===== config.mk =====
export PLATFORM = sky130hd
export DESIGN_NAME = pipe_skid_16b
export DESIGN_NICKNAME = d
export VERILOG_FILES = /design/src/rtl/pipe_skid_16b.sv
export SDC_FILE = /design/constraint.sdc
export NUM_CORES = 1
export LEC_CHECK = 0
export CAP_MARGIN = 20
export CELL_PAD_IN_SITES_DETAIL_PLACEMENT = 0
export CELL_PAD_IN_SITES_GLOBAL_PLACEMENT = 1
export CORE_AREA = 4 4 66 68
export DETAILED_ROUTE_END_ITERATION = 10
export DIE_AREA = 0 0 70 72
export DONT_BUFFER_PORTS = 1
export PLACE_DENSITY_LB_ADDON = 0.25
export SYNTH_ARGS = -nofsm -noshare
export SYNTH_HDL_FRONTEND = slang
export SYNTH_SLANG_ARGS = --single-unit

===== constraint.sdc =====
create_clock -name clk -period 2.3 [get_ports clk]
set_clock_uncertainty 0.1 [all_clocks]
set_input_delay 0.46 -clock clk [delete_from_list [all_inputs] [get_ports clk]]
set_output_delay 0.46 -clock clk [all_outputs]
set_load 0.01 [all_outputs]

===== src/rtl/pipe_skid_16b.sv =====
// Two-entry registered skid buffer for a 16-bit valid/ready stream with synchronous flush.
// in_ready is decoded from registered state, so it never depends on out_ready combinationally.
module pipe_skid_16b #(
    parameter int unsigned WIDTH = 16
) (
    input  logic             clk,
    input  logic             rst,
    input  logic             flush,
    input  logic             in_valid,
    output logic             in_ready,
    input  logic [WIDTH-1:0] in_data,
    output logic             out_valid,
    input  logic             out_ready,
    output logic [WIDTH-1:0] out_data,
    output logic [1:0]       occupancy
);

    typedef enum logic [1:0] {
        StEmpty = 2'd0,
        StBusy  = 2'd1,
        StFull  = 2'd2
    } state_e;

    state_e           state_q, state_d;
    logic [WIDTH-1:0] main_q, main_d;
    logic [WIDTH-1:0] skid_q, skid_d;
    logic             accept;
    logic             emit;

    always_ff @(posedge clk or negedge rst) begin
        if (!rst) begin
            state_q <= StEmpty;
            main_q  <= '0;
            skid_q  <= '0;
        end else begin
            state_q <= state_d;
            main_q  <= main_d;
            skid_q  <= skid_d;
        end
    end

    always_comb begin
        out_valid = (state_q != StEmpty);
        in_ready  = (state_q != StFull);
        case (state_q)
            StBusy:  occupancy = 2'd1;
            StFull:  occupancy = 2'd2;
            default: occupancy = 2'd0;
        endcase
    end

    assign out_data = main_q;
    assign accept   = in_valid & in_ready;
    assign emit     = out_valid & out_ready;

    always_comb begin
        state_d = state_q;
        main_d  = main_q;
        skid_d  = skid_q;
        case (state_q)
            StEmpty: begin
                if (accept) begin
                    state_d = StBusy;
                    main_d  = in_data;
                end
            end
            StBusy: begin
                if (accept && !emit) begin
                    state_d = StFull;
                    skid_d  = in_data;
                end else if (accept && emit) begin
                    main_d = in_data;
                end else if (emit) begin
                    state_d = StEmpty;
                end
            end
            StFull: begin
                if (emit) begin
                    state_d = StBusy;
                    main_d  = skid_q;
                end
            end
            default: state_d = StEmpty;
        endcase
        // Flush wins: any same-cycle accepted word is dropped without touching the data regs.
        if (flush) begin
            state_d = StEmpty;
            main_d  = main_q;
            skid_d  = skid_q;
        end
    end

endmodule


==> flow_summary.ini, run 1 <==
[layout]
layout.cells.non_filler = 162
drive_above_1_share_pct = 39.3
fin_util_pct = 44.4
insertedDiodeCount = 0
finalNetCount = 132
syn2layout_area_growth_pct = 10.5
fill_cells = 373

[cts]
clock_sinks = 34
ctsRootBufferMaster = clkbuf_8
cts_buffers = 5
cts_resized = 0
cts_tree = done
clk_path_buf_depth = 2
clkSlewWorstSetupHoldPaths_ps = 70
htreeDepth = 2
clk_latency_ps = 280

[yosys]
synth_most_common_cell = dfrtp_1
syn_area_mm2 = 0.00155
syn_nets = 125
yosysTopAreaCell = dfrtp_1
synth_async_sr_flop_share_pct = 100
synth_commonest_cells = 34 x dfrtp_1, 28 x mux2_2, 20 x mux2_1, 3 x a21oi_1, 3 x buf_6
synthCells = 104
synthFlopType = dfrtp_1
synth-seq-cells = 34
yosysSeqAreaShare_pct = 55.0
synth_top_cell_area_share_pct = 55.0
yosysUniqueCellTypes = 19
synth_edf_count = 0
yosys-top-cells-area = dfrtp_1 55%, mux2_2 20%, mux2_1 15%, buf_6 2.2%, a21oi_4 1.1%
syn_area_per_cell_um2 = 14.9
synth_warnings = 0

[route]
drtIter0Drc = 20
viasPerCell = 5.13
remaining_drc_errors = 0
routed_wl_mm = 2.69
firstDrtPassIters = 4
routedWlPerCell_um = 16.6
vias = 831
drt.antenna.violating_nets = 0

[setup_path]
cpLargestDelayFamily = compound AO/OA/AOI/OAI gates
crit_slowest_cell = a21oi_4
crit_arrival_ps = 1940
required_ps = 2360
max_stage_delay_ps = 490
path_max_fanout = 16
cp_cell_sequence = and2b_1 > o21ai_2 > a21oi_4 > mux2_2
criticalPathCategory = reg2reg
critPathBufInv = 0
cp-start-kind = flop
end_kind = flop

[pwr]
power_leakage_nw = 0.718
peakVddDrop_mv = 0.445
power.density_mw_per_mm2 = 861

[job]
max_cap_viol_count = 0

[timing]
tightest_slew_ps = 570
setup_tns_ps = 0
slew_violations = 0
post-route-period-util_pct = 81.7
max_clock_freq_mhz = 532
fin_crit_ps = 1880
rsz0062_at_grt = no
setup_viol_count_final = 0
hold_viol = 0
slew_headroom_pct = 61.9

[placement]
dpl.cell_count = 152
placement.io_buffers = 0
hpwl_mm = 1.85
place.gp.congestion = 0.679

[grt]
grt_pass1_wl_mm = 4.64
grt_max_degree = 35
first_global_vias = 894
grtUsageTotal_pct = 12.0
antenna_found_initial = 0
grt_overflow = 0

[floorplan]
die-area_mm2 = 0.00504
die-height_um = 72
io_pins = 41
core_area_mm2 = 0.00386
rows = 23
die_w_um = 70
start_util_pct = 40.1

[hold_path]
min_path_type = in2reg

[run_status]
status = completed
[what timing repair did]
item,in CTS,in global routing
hold buffers,2,0
setup buffers,0,0
hold endpoints to repair,34,0
[layer usage]
metal,global-route usage [%],wire length (µm),vias up
met5,0,0,-
met4,5.74,20,0
met3,6.09,277,2
met2,17.6,1270,25
met1,14.8,1120,421
li1,-,-,383
[stage by stage]
stage	total power [mW]	area (µm²)	hold slack [ps]	worst slack, ps
detailed placement	1.03	1590	65.0	398
global route	1.57	1710	123	296
floorplan	0.991	1550	64.4	646
global placement	1.02	1590	65.2	432
finish	1.47	1710	139	421
CTS	1.50	1710	126	382
[cell families after synthesis]
group | count (synthesis) | share of synthesized area (%)
AO/OA/AOI/OAI | 6 | 3.15
buffers and inverters | 6 | 2.99
flip-flops | 34 | 55.0
multiplexers | 48 | 34.9
AND/OR/NAND/NOR | 10 | 3.96
[area by class of cell]
cell class | instances | area [µm²] | area share, %
clock buffers | 7 | 86.3 | 5.05
clock inverters | 1 | 5.00 | 0.293
inverters | 2 | 7.51 | 0.439
multi-input cells | 64 | 653 | 38.2
flip-flops and latches | 34 | 851 | 49.7
well taps | 50 | 62.6 | 3.66
repair buffers | 4 | 45.0 | 2.63
[sequential cells by signal, indices dropped and copies added (netlist names)]
signal and flops:
skid_q 16, out_data 16, state_q 2
[worst reg2reg max path: stages (launching register included)]
cell and delay (ps):
dfrtp_1 440, and2b_1 250, o21ai_2 80, a21oi_4 490, mux2_2 400
[report_power, final]
part           switching [mW]  total, mW  internal (mW)
clock network           0.199      0.440          0.241
logic                  0.0693      0.190          0.121
registers               0.104      0.843          0.738
total                   0.372       1.47           1.10
[path summary, 6_finish.rpt]
kind                                         from                       to  slack [ps]  cells past startpoint
max                        state_q[1]$_DFFE_PN0P_  out_data[1]$_DFFE_PN0P_         420                      4
min                                         flush   state_q[0]$_DFFE_PN0P_         140                      1
max reg2reg                state_q[1]$_DFFE_PN0P_  out_data[1]$_DFFE_PN0P_         420                      4
min reg2reg                 skid_q[9]$_DFFE_PN0P_    skid_q[9]$_DFFE_PN0P_         390                      1
max in group asynchronous                     rst   state_q[1]$_DFFE_PN0P_        1390                      2
min in group asynchronous                     rst  out_data[3]$_DFFE_PN0P_         530                      2
[placed cells by master, fill, tap and decap left out, types with 2 or more instances in the layout]
cell type,count
inv_1,2
buf_4,2
mux2_2,28
dfrtp_1,34
clkbuf_8,6
a21oi_1,3
nor2_1,2
mux2_1,20
Power figures use the tool's default switching activity.
==> run 2, diff against run 1 <==
clock period = 1.95 ns   (was 2.3 ns; I/O delays follow)
==> flow_summary.ini, run 2 (same netlist as run 1, synthesis figures left out) <==
[grt]
grt_overflow = 0
grt_max_degree = 35
grt_pass1_wl_mm = 4.57
grtUsageTotal_pct = 12.0
antenna_found_initial = 0
first_global_vias = 972

[floorplan]
die_w_um = 70
die-area_mm2 = 0.00504
core_area_mm2 = 0.00386
rows = 23
start_util_pct = 40.1
die-height_um = 72
io_pins = 41

[layout]
layout_commonest_cell = dfrtp_1
syn2layout_area_growth_pct = 11.5
insertedDiodeCount = 0
fin_area_mm2 = 0.00173
drive_above_1_share_pct = 40.0
most-common-layout-cells = 34 x dfrtp_1, 28 x mux2_2, 20 x mux2_1
finalNetCount = 136

[placement]
hpwl_mm = 2.04
placement.io_buffers = 0
place.gp.congestion = 0.700
dpl_cell_area_mm2 = 0.00162

[pwr]
power_leakage_nw = 0.727
peakVddDrop_mv = 0.538
power.density_mw_per_mm2 = 978
total_power_mw = 1.69

[timing]
fin_crit_ps = 1750
setup_tns_ps = 0
tightest_slew_ps = 230
setup_viol_count_final = 0
timing.hold.ws_ps = 75.6
post-route-period-util_pct = 89.6
rsz0062_at_grt = no
max_clock_freq_mhz = 573
hold_viol = 0
slew_headroom_pct = 84.6
slew_violations = 0

[setup_path]
cp-start-kind = flop
cp_cell_sequence = nor2b_2 > buf_4 > inv_1
max_stage_delay_ps = 440
path_max_fanout = 12
criticalPathCategory = reg2out
crit_arrival_ps = 1260
rrSetupSlack_ps = 220
crit_slowest_cell = dfrtp_1
required_ps = 1460
end_kind = output pin

[route]
drt.antenna.violating_nets = 0
routed_wl_mm = 2.81
remaining_drc_errors = 0
drtIter0Drc = 10
vias = 847
viasPerCell = 5.13
firstDrtPassIters = 4
routedWlPerCell_um = 17.0

[cts]
clk_path_buf_depth = 2
clk_latency_ps = 270
clock_sinks = 34
ctsRootBufferMaster = clkbuf_8
clkSlewWorstSetupHoldPaths_ps = 60
htreeDepth = 2
cts_buffers = 5
cts_tree = done

[hold_path]
min_path_type = in2reg

[run_status]
status = completed

[job]
max_cap_viol_count = 0
run 2: cell types whose count changed in the layout (fill, tap and decap cells not counted):
| cell | change |
|---|---|
| buf_4 | +4 |
| clkbuf_1 | +1 |
| clkbuf_8 | -1 |
| clkinv_2 | -1 |
run 2: cell type report:
class / count / area [µm²]
flip-flops and latches: 34 / 851
repair buffers: 8 / 75.1
clock buffers: 7 / 76.3
multi-input cells: 64 / 653
inverters: 2 / 7.51
well taps: 50 / 62.6
fillers: 387 / 2130
run 2: worst max-delay path, delay by kind of cell (launching register included):
kind | cells | cell delay (ps)
buffers and inverters | 2 | 340
and+or+nand+nor | 1 | 200
DFF | 1 | 440
run 2: where the power goes:
part	internal [mW]	switching, mW
logic	0.147	0.0846
registers	0.871	0.125
clock network	0.245	0.214
run 2: final timing paths:
check	endpoint	start	cells past startpoint
max	in_ready	state_q[1]$_DFFE_PN0P_	3
max reg2reg	out_data[11]$_DFFE_PN0P_	state_q[1]$_DFFE_PN0P_	4
max in group asynchronous	skid_q[15]$_DFFE_PN0P_	rst	2
min	state_q[0]$_DFFE_PN0P_	flush	1
min reg2reg	skid_q[0]$_DFFE_PN0P_	skid_q[0]$_DFFE_PN0P_	1
min in group asynchronous	skid_q[3]$_DFFE_PN0P_	rst	2
run 2: stage by stage:
stage	worst slack, ps	utilization (%)	std cells
3_3_place_gp	272	42.0	156
3_5_place_dp	216	42.0	156
2_1_floorplan	296	-	104
5_1_grt	136	44.7	165
4_1_cts	179	44.7	165
6_report	203	44.7	165
run 2: what timing repair did:
item	in CTS	in global routing
gates resized for setup	0	0
hold buffers	2	0
setup buffers	0	0
endpoints found under the setup margin	0	0
endpoints found under the hold margin	34	0
run 2: metal layers:
| layer | part of all wire [%] | wire (µm) | global-route usage [%] | vias up |
|---|---|---|---|---|
| met5 | 0 | 0 | 0 | - |
| met4 | 0.71 | 20 | 4.47 | 0 |
| met3 | 11 | 296 | 6.79 | 2 |
| met2 | 54 | 1520 | 21.6 | 27 |
| met1 | 35 | 969 | 11.3 | 430 |
| li1 | - | - | - | 388 |
